`config.mk`:
```
export PLATFORM = sky130hd
export DESIGN_NAME = ahb_fetch_master_flat
export DESIGN_NICKNAME = d
export VERILOG_FILES = /design/src/rtl/ahb_fetch_master_if.sv /design/src/rtl/ahb_fetch_master.sv /design/src/flat_wrapper.sv
export SDC_FILE = /design/constraint.sdc
export NUM_CORES = 1
export LEC_CHECK = 0
export CELL_PAD_IN_SITES_DETAIL_PLACEMENT = 1
export CELL_PAD_IN_SITES_GLOBAL_PLACEMENT = 1
export CORE_MARGIN = 10
export CORE_UTILIZATION = 36
export CTS_BUF_LIST = sky130_fd_sc_hd__clkbuf_2
export DETAILED_ROUTE_END_ITERATION = 8
export GPL_TIMING_DRIVEN = 0
export PLACE_DENSITY_LB_ADDON = 0.3
export SLEW_MARGIN = 5
export SYNTH_ARGS = -nofsm -noshare
export SYNTH_HDL_FRONTEND = slang
export SYNTH_SLANG_ARGS = --single-unit
```
`constraint.sdc`:
```
create_clock -name clk -period 2.7 [get_ports clk]
set_input_delay 0.405 -clock clk [delete_from_list [all_inputs] [get_ports clk]]
set_output_delay 0.405 -clock clk [all_outputs]
set_load 0.005 [all_outputs]
```
`src/rtl/ahb_fetch_master_if.sv`:
```
// AHB-Lite read-side bus bundle between the fetch master and a slave.
// The master drives address/control; the slave returns ready and read data.
interface ahb_fetch_master_if;
   logic [31:0] haddr;
   logic [1:0]  htrans;
   logic [2:0]  hburst;
   logic        hwrite;
   logic [2:0]  hsize;
   logic        hready;
   logic [31:0] hrdata;

   modport master (
      output haddr, htrans, hburst, hwrite, hsize,
      input  hready, hrdata
   );

   modport slave (
      input  haddr, htrans, hburst, hwrite, hsize,
      output hready, hrdata
   );
endinterface

```
`src/rtl/ahb_fetch_master.sv`:
```
// AHB-Lite line-fetch initiator: turns one request into a SINGLE or WRAP4 read
// and returns each data beat together with its offset inside the 16-byte line.
module ahb_fetch_master #(
   parameter logic [31:0] WRAP4_BOUNDARY_MASK = 32'hFFFF_FFF0,
   parameter int          BEATS_WRAP4         = 4
) (
   input  logic                clk,
   input  logic                rstn,
   input  logic                req_valid,
   output logic                req_ready,
   input  logic [31:0]         req_addr,
   input  logic [2:0]          req_burst,
   ahb_fetch_master_if.master  ahb,
   output logic                rd_valid,
   output logic [31:0]         rd_data,
   output logic [3:0]          rd_offset,
   output logic                done
);

   typedef enum logic [1:0] {IDLE, ADDR, BURST, LAST} state_t;

   localparam logic [2:0] LAST_CNT     = 3'(BEATS_WRAP4 - 1);
   localparam logic [2:0] BURST_SINGLE = 3'b000;
   localparam logic [2:0] BURST_WRAP4  = 3'b010;
   localparam logic [1:0] TRANS_IDLE   = 2'b00;
   localparam logic [1:0] TRANS_NONSEQ = 2'b10;
   localparam logic [1:0] TRANS_SEQ    = 2'b11;

   state_t      state;
   state_t      state_next;
   logic [31:0] base_addr;
   logic [2:0]  burst_type;
   logic        is_wrap;
   logic [3:0]  addr_off;
   logic [3:0]  data_off;
   logic [2:0]  addr_cnt;
   logic [1:0]  htrans_c;
   logic        accept;
   logic        addr_take;
   logic        sample;

   assign is_wrap    = (burst_type == BURST_WRAP4);
   assign ahb.haddr  = (base_addr & WRAP4_BOUNDARY_MASK) | {28'b0, addr_off};
   assign ahb.htrans = htrans_c;
   assign ahb.hburst = burst_type;
   assign ahb.hwrite = 1'b0;
   assign ahb.hsize  = 3'b010;

   always_ff @(posedge clk or negedge rstn) begin
      if (!rstn) state <= IDLE;
      else       state <= state_next;
   end

   always_comb begin
      state_next = state;
      case (state)
         IDLE:    if (req_valid) state_next = ADDR;
         ADDR:    if (ahb.hready) state_next = is_wrap ? BURST : LAST;
         BURST:   if (ahb.hready && addr_cnt == LAST_CNT) state_next = LAST;
         LAST:    if (ahb.hready) state_next = IDLE;
         default: state_next = IDLE;
      endcase
   end

   // sample marks an edge that closes a data phase; addr_take one that accepts an address phase
   always_comb begin
      req_ready = 1'b0;
      htrans_c  = TRANS_IDLE;
      accept    = 1'b0;
      addr_take = 1'b0;
      sample    = 1'b0;
      case (state)
         IDLE: begin
            req_ready = 1'b1;
            accept    = req_valid;
         end
         ADDR: begin
            htrans_c  = TRANS_NONSEQ;
            addr_take = ahb.hready;
         end
         BURST: begin
            htrans_c  = TRANS_SEQ;
            addr_take = ahb.hready;
            sample    = ahb.hready;
         end
         LAST: begin
            sample    = ahb.hready;
         end
         default: ;
      endcase
   end

   // data_off trails addr_off by one accepted address phase, matching the AHB pipeline
   always_ff @(posedge clk or negedge rstn) begin
      if (!rstn) begin
         base_addr  <= '0;
         burst_type <= BURST_SINGLE;
         addr_off   <= '0;
         data_off   <= '0;
         addr_cnt   <= '0;
      end else if (accept) begin
         base_addr  <= req_addr & 32'hFFFF_FFFC;
         burst_type <= (req_burst == BURST_WRAP4) ? BURST_WRAP4 : BURST_SINGLE;
         addr_off   <= req_addr[3:0] & 4'hC;
         addr_cnt   <= '0;
      end else if (addr_take) begin
         addr_off   <= addr_off + 4'd4;
         data_off   <= addr_off;
         addr_cnt   <= addr_cnt + 3'd1;
      end
   end

   always_ff @(posedge clk or negedge rstn) begin
      if (!rstn) begin
         rd_valid  <= 1'b0;
         rd_data   <= '0;
         rd_offset <= '0;
         done      <= 1'b0;
      end else begin
         rd_valid <= sample;
         done     <= sample && (state == LAST);
         if (sample) begin
            rd_data   <= ahb.hrdata;
            rd_offset <= data_off;
         end
      end
   end

endmodule
```
`src/flat_wrapper.sv`:
```
// flat-port wrapper written by rule: the top's interface ports become plain ports
module ahb_fetch_master_flat 
#(
   parameter logic [31:0] WRAP4_BOUNDARY_MASK = 32'hFFFF_FFF0,
   parameter int          BEATS_WRAP4         = 4
)
  (clk, rstn, req_valid, req_ready, req_addr, req_burst, rd_valid, rd_data, rd_offset, done, ahb_haddr, ahb_htrans, ahb_hburst, ahb_hwrite, ahb_hsize, ahb_hready, ahb_hrdata);
  ahb_fetch_master_if ahb_i ();
  input  logic clk;
  input  logic rstn;
  input  logic req_valid;
  output logic req_ready;
  input  logic [31:0] req_addr;
  input  logic [2:0] req_burst;
  output logic rd_valid;
  output logic [31:0] rd_data;
  output logic [3:0] rd_offset;
  output logic done;
  output wire logic [$bits(ahb_i.haddr)-1:0] ahb_haddr;
  output wire logic [$bits(ahb_i.htrans)-1:0] ahb_htrans;
  output wire logic [$bits(ahb_i.hburst)-1:0] ahb_hburst;
  output wire logic [$bits(ahb_i.hwrite)-1:0] ahb_hwrite;
  output wire logic [$bits(ahb_i.hsize)-1:0] ahb_hsize;
  input wire logic [$bits(ahb_i.hready)-1:0] ahb_hready;
  input wire logic [$bits(ahb_i.hrdata)-1:0] ahb_hrdata;
  assign ahb_haddr = ahb_i.haddr;
  assign ahb_htrans = ahb_i.htrans;
  assign ahb_hburst = ahb_i.hburst;
  assign ahb_hwrite = ahb_i.hwrite;
  assign ahb_hsize = ahb_i.hsize;
  assign ahb_i.hready = ahb_hready;
  assign ahb_i.hrdata = ahb_hrdata;
  ahb_fetch_master #(.WRAP4_BOUNDARY_MASK(WRAP4_BOUNDARY_MASK), .BEATS_WRAP4(BEATS_WRAP4)) u_core (.clk(clk), .rstn(rstn), .req_valid(req_valid), .req_ready(req_ready), .req_addr(req_addr), .req_burst(req_burst), .ahb(ahb_i), .rd_valid(rd_valid), .rd_data(rd_data), .rd_offset(rd_offset), .done(done));
endmodule
```
# After elaboration in Yosys (flattened, before gate mapping)
# Cells that the tools add are included.
# classes
addsub,2
eq_ne,10
mux,16
bitwise_logic,2
reduce_logical,8
# ops
operator,count
bitwise OR 32 x 4 -> 32 bit,1
2-to-1 mux 2 bit,5
equality test 3 x 2 -> 1 bit (second input constant),3
2-to-1 mux 4 bit,2
one-hot mux 2 bit (4 select lines),1
2-to-1 mux 3 bit,2
!= test 2 bit (second input constant),3
2-to-1 mux 1 bit,5
adder 4 x 3 -> 4 bit (second input constant),1
equality test 2 bit (second input constant),2
one-hot mux 2 bit (2 select lines),1
AND reduction 4 bit,1
OR reduction 2 bit,2
adder 3 x 1 -> 3 bit (second input constant),1
equality test 2 x 1 -> 1 bit (second input constant),1
logical AND 1 bit,2
zero test 2 bit,1
!= test 2 x 1 -> 1 bit (second input constant),1
AND reduction 2 bit,1
nonzero test 2 bit,1
inverter 1 bit,1
# totals
ff_bits,84
wordCells,48

# Logic depth before layout (Yosys ltp)
# logic_depth
ltp_word,5
depth_mapped,7
mapped_depth_nobuf,5

# Worst setup path after synthesis
# Ideal clock, no wire load.
# synth_path
path_kind,reg-to-reg
from,register u_core.state[0]
to,register u_core.rd_data[10]
setup_time_ns,0.125
arrival_ns,1.547
t_required_ns,2.575
path_slack_ns,1.028
stages_incl_launch_ff,6
n_path_buf,1
synth_period_minus_slack_ns,1.672
cell_sequence,dfrtp_1 -> inv_1 -> ha_1 -> o21ai_4 -> clkbuf_8 -> mux2_2
# synth_between
elab_chain_len,3
elab_cells_between_ends,4
cone_classes,eq/ne: 2; mux: 1; reduce/logical: 1
# synth_rtl
item,line_no,text
from (decl),ahb_fetch_master.sv:29,state_t state;
from (signal assigned),ahb_fetch_master.sv:51,else state <= state_next;
equality test 2 bit,ahb_fetch_master.sv:72,case (state)
OR reduction 2 bit (no line) (*),n/a,
2-to-1 mux 1 bit (*),ahb_fetch_master.sv:72,
to (signal assigned),ahb_fetch_master.sv:123,rd_data <= ahb.hrdata;
to (decl),ahb_fetch_master.sv:15,"output logic [31:0] rd_data,"
# Mark *: on every way between the ends. The rest lies on a longest branch, timed or not.
# A chain may end at the register's enable or synchronous reset.

# Final worst setup path
# layout_path
from,register u_core.state[1]
to,output ahb_htrans[1]
# layout_between
elab_chain_len,2
elab_cells_between_ends,3
cone_classes,eq/ne: 2; mux: 1
# layout_rtl
item,line_no,text
equality test 2 bit / equality test 2 x 1 -> 1 bit (equally long branches),ahb_fetch_master.sv:72,
one-hot mux 2 bit (2 select lines) (*),ahb_fetch_master.sv:72,
to (decl),flat_wrapper.sv:20,output wire logic [$bits(ahb_i.htrans)-1:0] ahb_htrans;
# Marked as above.

==> flow_summary.yaml <==
run_status:
  status: "complete, no violations"
sta:
  setup_violations: 0
  report.final.slew_viol_count: 0
  fin_crit_sh: 0.934
  rsz0062_at_grt: "no"
  finalClockSkew_ns: 0.0234
  fin_setup_tns_ns: 0
  hold_viol_final: 0
  fmax_mhz: 396
  fin_crit_ns: 2.52
worst_setup_path:
  regToRegSetupSlack_ns: 0.89
  worstRegToRegCells: 5
  cp-start-kind: "flip-flop"
  slowest_stage: "clkdlybuf4s50_1"
  crit_path_end_kind: "output port"
  cp_cell_sequence: "inv_1 -> ha_2 -> buf_4 -> clkdlybuf4s50_1"
  crit_type: "flip-flop to output port"
  crit_fanout: 7
  crit_family: "buffers and inverters"
  rr_startpoint: "u_core.state[0]"
  critPathMaxStageDelay_ns: 0.51
  cp.buffers_inverters: 3
  crit_required_ns: 2.30
  cp.arrival_ns: 2.12
  r2r-end: "u_core.rd_data[7]"
logic_synthesis:
  synth_seq_cells: 74
  seq_area_frac_synth: 0.575
  synth_area_um2: 3220
  ys_types: 26
  avgSynthCellArea_um2: 15.9
  ys_warn_count: 0
  netlist_instances: 203
worst_hold_path:
  holdCritPathClass: "input pin to flip-flop"
  hold_depth: 2
  min_to: "u_core.addr_cnt[2]"
  hold_start: "ahb_hready"
power:
  switching_share: 0.293
  p_clk_frac: 0.125
  power_leakage_nw: 2.16
  internal-power_mw: 3.89
  p_seq_frac: 0.360
  power.density_nw_per_um2: 1120
  power_frac_comb: 0.516
  ir_worst_vdd_uv: 458
  power.switching_mw: 1.61
global_route:
  met1_usage: 0.148
  use_met3: 0.0445
  grt_pass1_wl_mm: 13.5
  gr-max-usage-layer: "met2"
  grt_pass1_vias: 2332
  antenna_found_initial: 0
  grt_max_degree: 51
  grt.total_usage: 0.133
  use_met2: 0.230
  gr-total-overflow: 0
place:
  port_buffers: 137
  hpwl_mm: 6.88
  gp_congestion: 0.765
  placed_cells: 457
cts:
  cts_buffers: 9
  clock-sinks: 74
  cts_setup_buffers: 0
  cts_buffer_depth: 2
  cts_tree: "yes"
  htreeDepth: 3
  clk_latency_ns: 0.50
  clk_pin_slew_ns: 0.18
  cts_root_buf: "clkbuf_2"
detailed_routing:
  avgRoutedWirePerCell_um: 18.6
  drc: 0
  dr.pass1.iters: 3
  ant_nets: 0
  wirelength_mm: 8.81
  vias: 2144
  drtIter0Drc: 42
  viasPerCell: 4.53
finish:
  layout_commonest_cell: "clkdlybuf4s50_1"
  layout_common_cells: "clkdlybuf4s50_1 (136), dfrtp_1 (73), mux2_2 (39)"
  layout.cells.non_filler: 473
  fillers: 887
  area.growth.synth_to_final_pct: 52.9
  nets: 440
  diodes: 0
  drive_above_1_share: 0.299
floorplan:
  fp.dieArea_um2: 13100
  initial_core_util: 0.369
  die_h_um: 115
  rows: 34
  boundaryPins: 151
  dieWidth_um: 115
  core_um2: 8720
job:
  cap_violations: 0
-- power groups by stage --
| stage | clock (mW) | sequential [mW] | combinational [mW] |
|---|---|---|---|
| detailed placement | 0 | 2.01 | 2.89 |
| CTS | 0.718 | 1.98 | 2.91 |
| finish | 0.688 | 1.98 | 2.84 |
| global placement | 0 | 1.97 | 2.82 |
| global route | 0.765 | 2.06 | 3.06 |
| floorplan | 0 | 2.02 | 1.33 |
-- metrics by stage --
step | setup slack (ns) | hold WS (ns) | power, mW | utilization | instance area, um2
floorplan | 1.03 | 0.109 | 3.35 | - | 3250
CTS | 0.0187 | 0.0898 | 5.61 | 0.564 | 4920
global placement | -1.46 | 0.486 | 4.79 | 0.545 | 4750
finish | 0.177 | 0.146 | 5.51 | 0.564 | 4920
global route | 0.0269 | 0.0776 | 5.89 | 0.564 | 4920
detailed placement | 0.621 | 0.350 | 4.90 | 0.548 | 4780
-- cells in the mapped netlist --
cell | n | area (um2)
inv_1 | 6 | 22.5
buf_6 | 5 | 56.3
o21ba_4 | 1 | 16.3
nand3b_1 | 1 | 7.51
a311o_1 | 1 | 10.0
mux2_4 | 27 | 405
a311oi_1 | 1 | 8.76
a221oi_4 | 1 | 26.3
xor2_1 | 3 | 26.3
buf_8 | 2 | 30.0
and2_4 | 1 | 8.76
nor2_1 | 3 | 11.3
ha_1 | 8 | 100
o21ai_4 | 1 | 16.3
o22ai_1 | 1 | 6.26
clkbuf_8 | 1 | 13.8
dfrtp_1 | 74 | 1850
nor2b_1 | 1 | 6.26
nand2_1 | 4 | 15.0
buf_4 | 12 | 90.1
nor2_2 | 1 | 6.26
nand3_1 | 2 | 10.0
conb_1 | 2 | 7.51
a21oi_1 | 4 | 20.0
and2_1 | 1 | 6.26
mux2_2 | 39 | 439
-- timing repair --
action	4_1_cts	5_1_grt
resized for setup	0	2
endpoints found under the setup margin	0	1
hold buffers	1	0
hold endpoints to repair	24	0
-- metal layers --
metal	wire length (um)	up-vias
met5	0	-
met4	121	0
met3	618	9
met2	4730	64
met1	3340	1080
li1	-	991
-- how the worst max path moves through the flow --
stage,to,slack (ns),depth (start not counted),start
final,ahb_htrans[1],0.18,4,u_core.state[1]
after global routing,ahb_htrans[1],0.03,4,u_core.state[1]
after CTS,ahb_htrans[1],0.02,4,u_core.state[0]
after detailed placement,ahb_htrans[1],0.62,4,u_core.state[0]
after global placement,u_core.rd_data[8],-1.46,1,rstn
after floorplan,u_core.rd_data[10],1.03,5,u_core.state[0]
-- cell families after synthesis --
| group | synth area share |
|---|---|
| flip-flops | 0.575 |
| buffers and inverters | 0.0661 |
| AND/OR/NAND/NOR | 0.0222 |
| adder cells (fa/ha/maj) | 0.0311 |
| AO/OA/AOI/OAI | 0.0323 |
| XOR/XNOR | 0.00817 |
| multiplexers | 0.262 |
| other | 0.00233 |
-- final cells by class --
| type | instances | area (um2) | share of cell area |
|---|---|---|---|
| inverters | 6 | 22.5 | 0.00458 |
| flip-flops and latches | 74 | 1850 | 0.377 |
| clock inverters | 6 | 82.6 | 0.0168 |
| clock buffers | 9 | 45.0 | 0.00915 |
| well taps | 108 | 135 | 0.0275 |
| plain buffers | 20 | 190 | 0.0386 |
| repair buffers | 139 | 1410 | 0.286 |
| multi-input cells | 111 | 1190 | 0.241 |
-- flip-flops by register name (all words and copies together), names as in the netlist, 2 cells and up --
register,cells
u_core.base_addr,28
u_core.addr_off,2
u_core.addr_cnt,3
u_core.data_off,2
u_core.rd_offset,2
u_core.state,2
u_core.rd_data,32
Note: power is estimated with default switching activity, not from simulation.
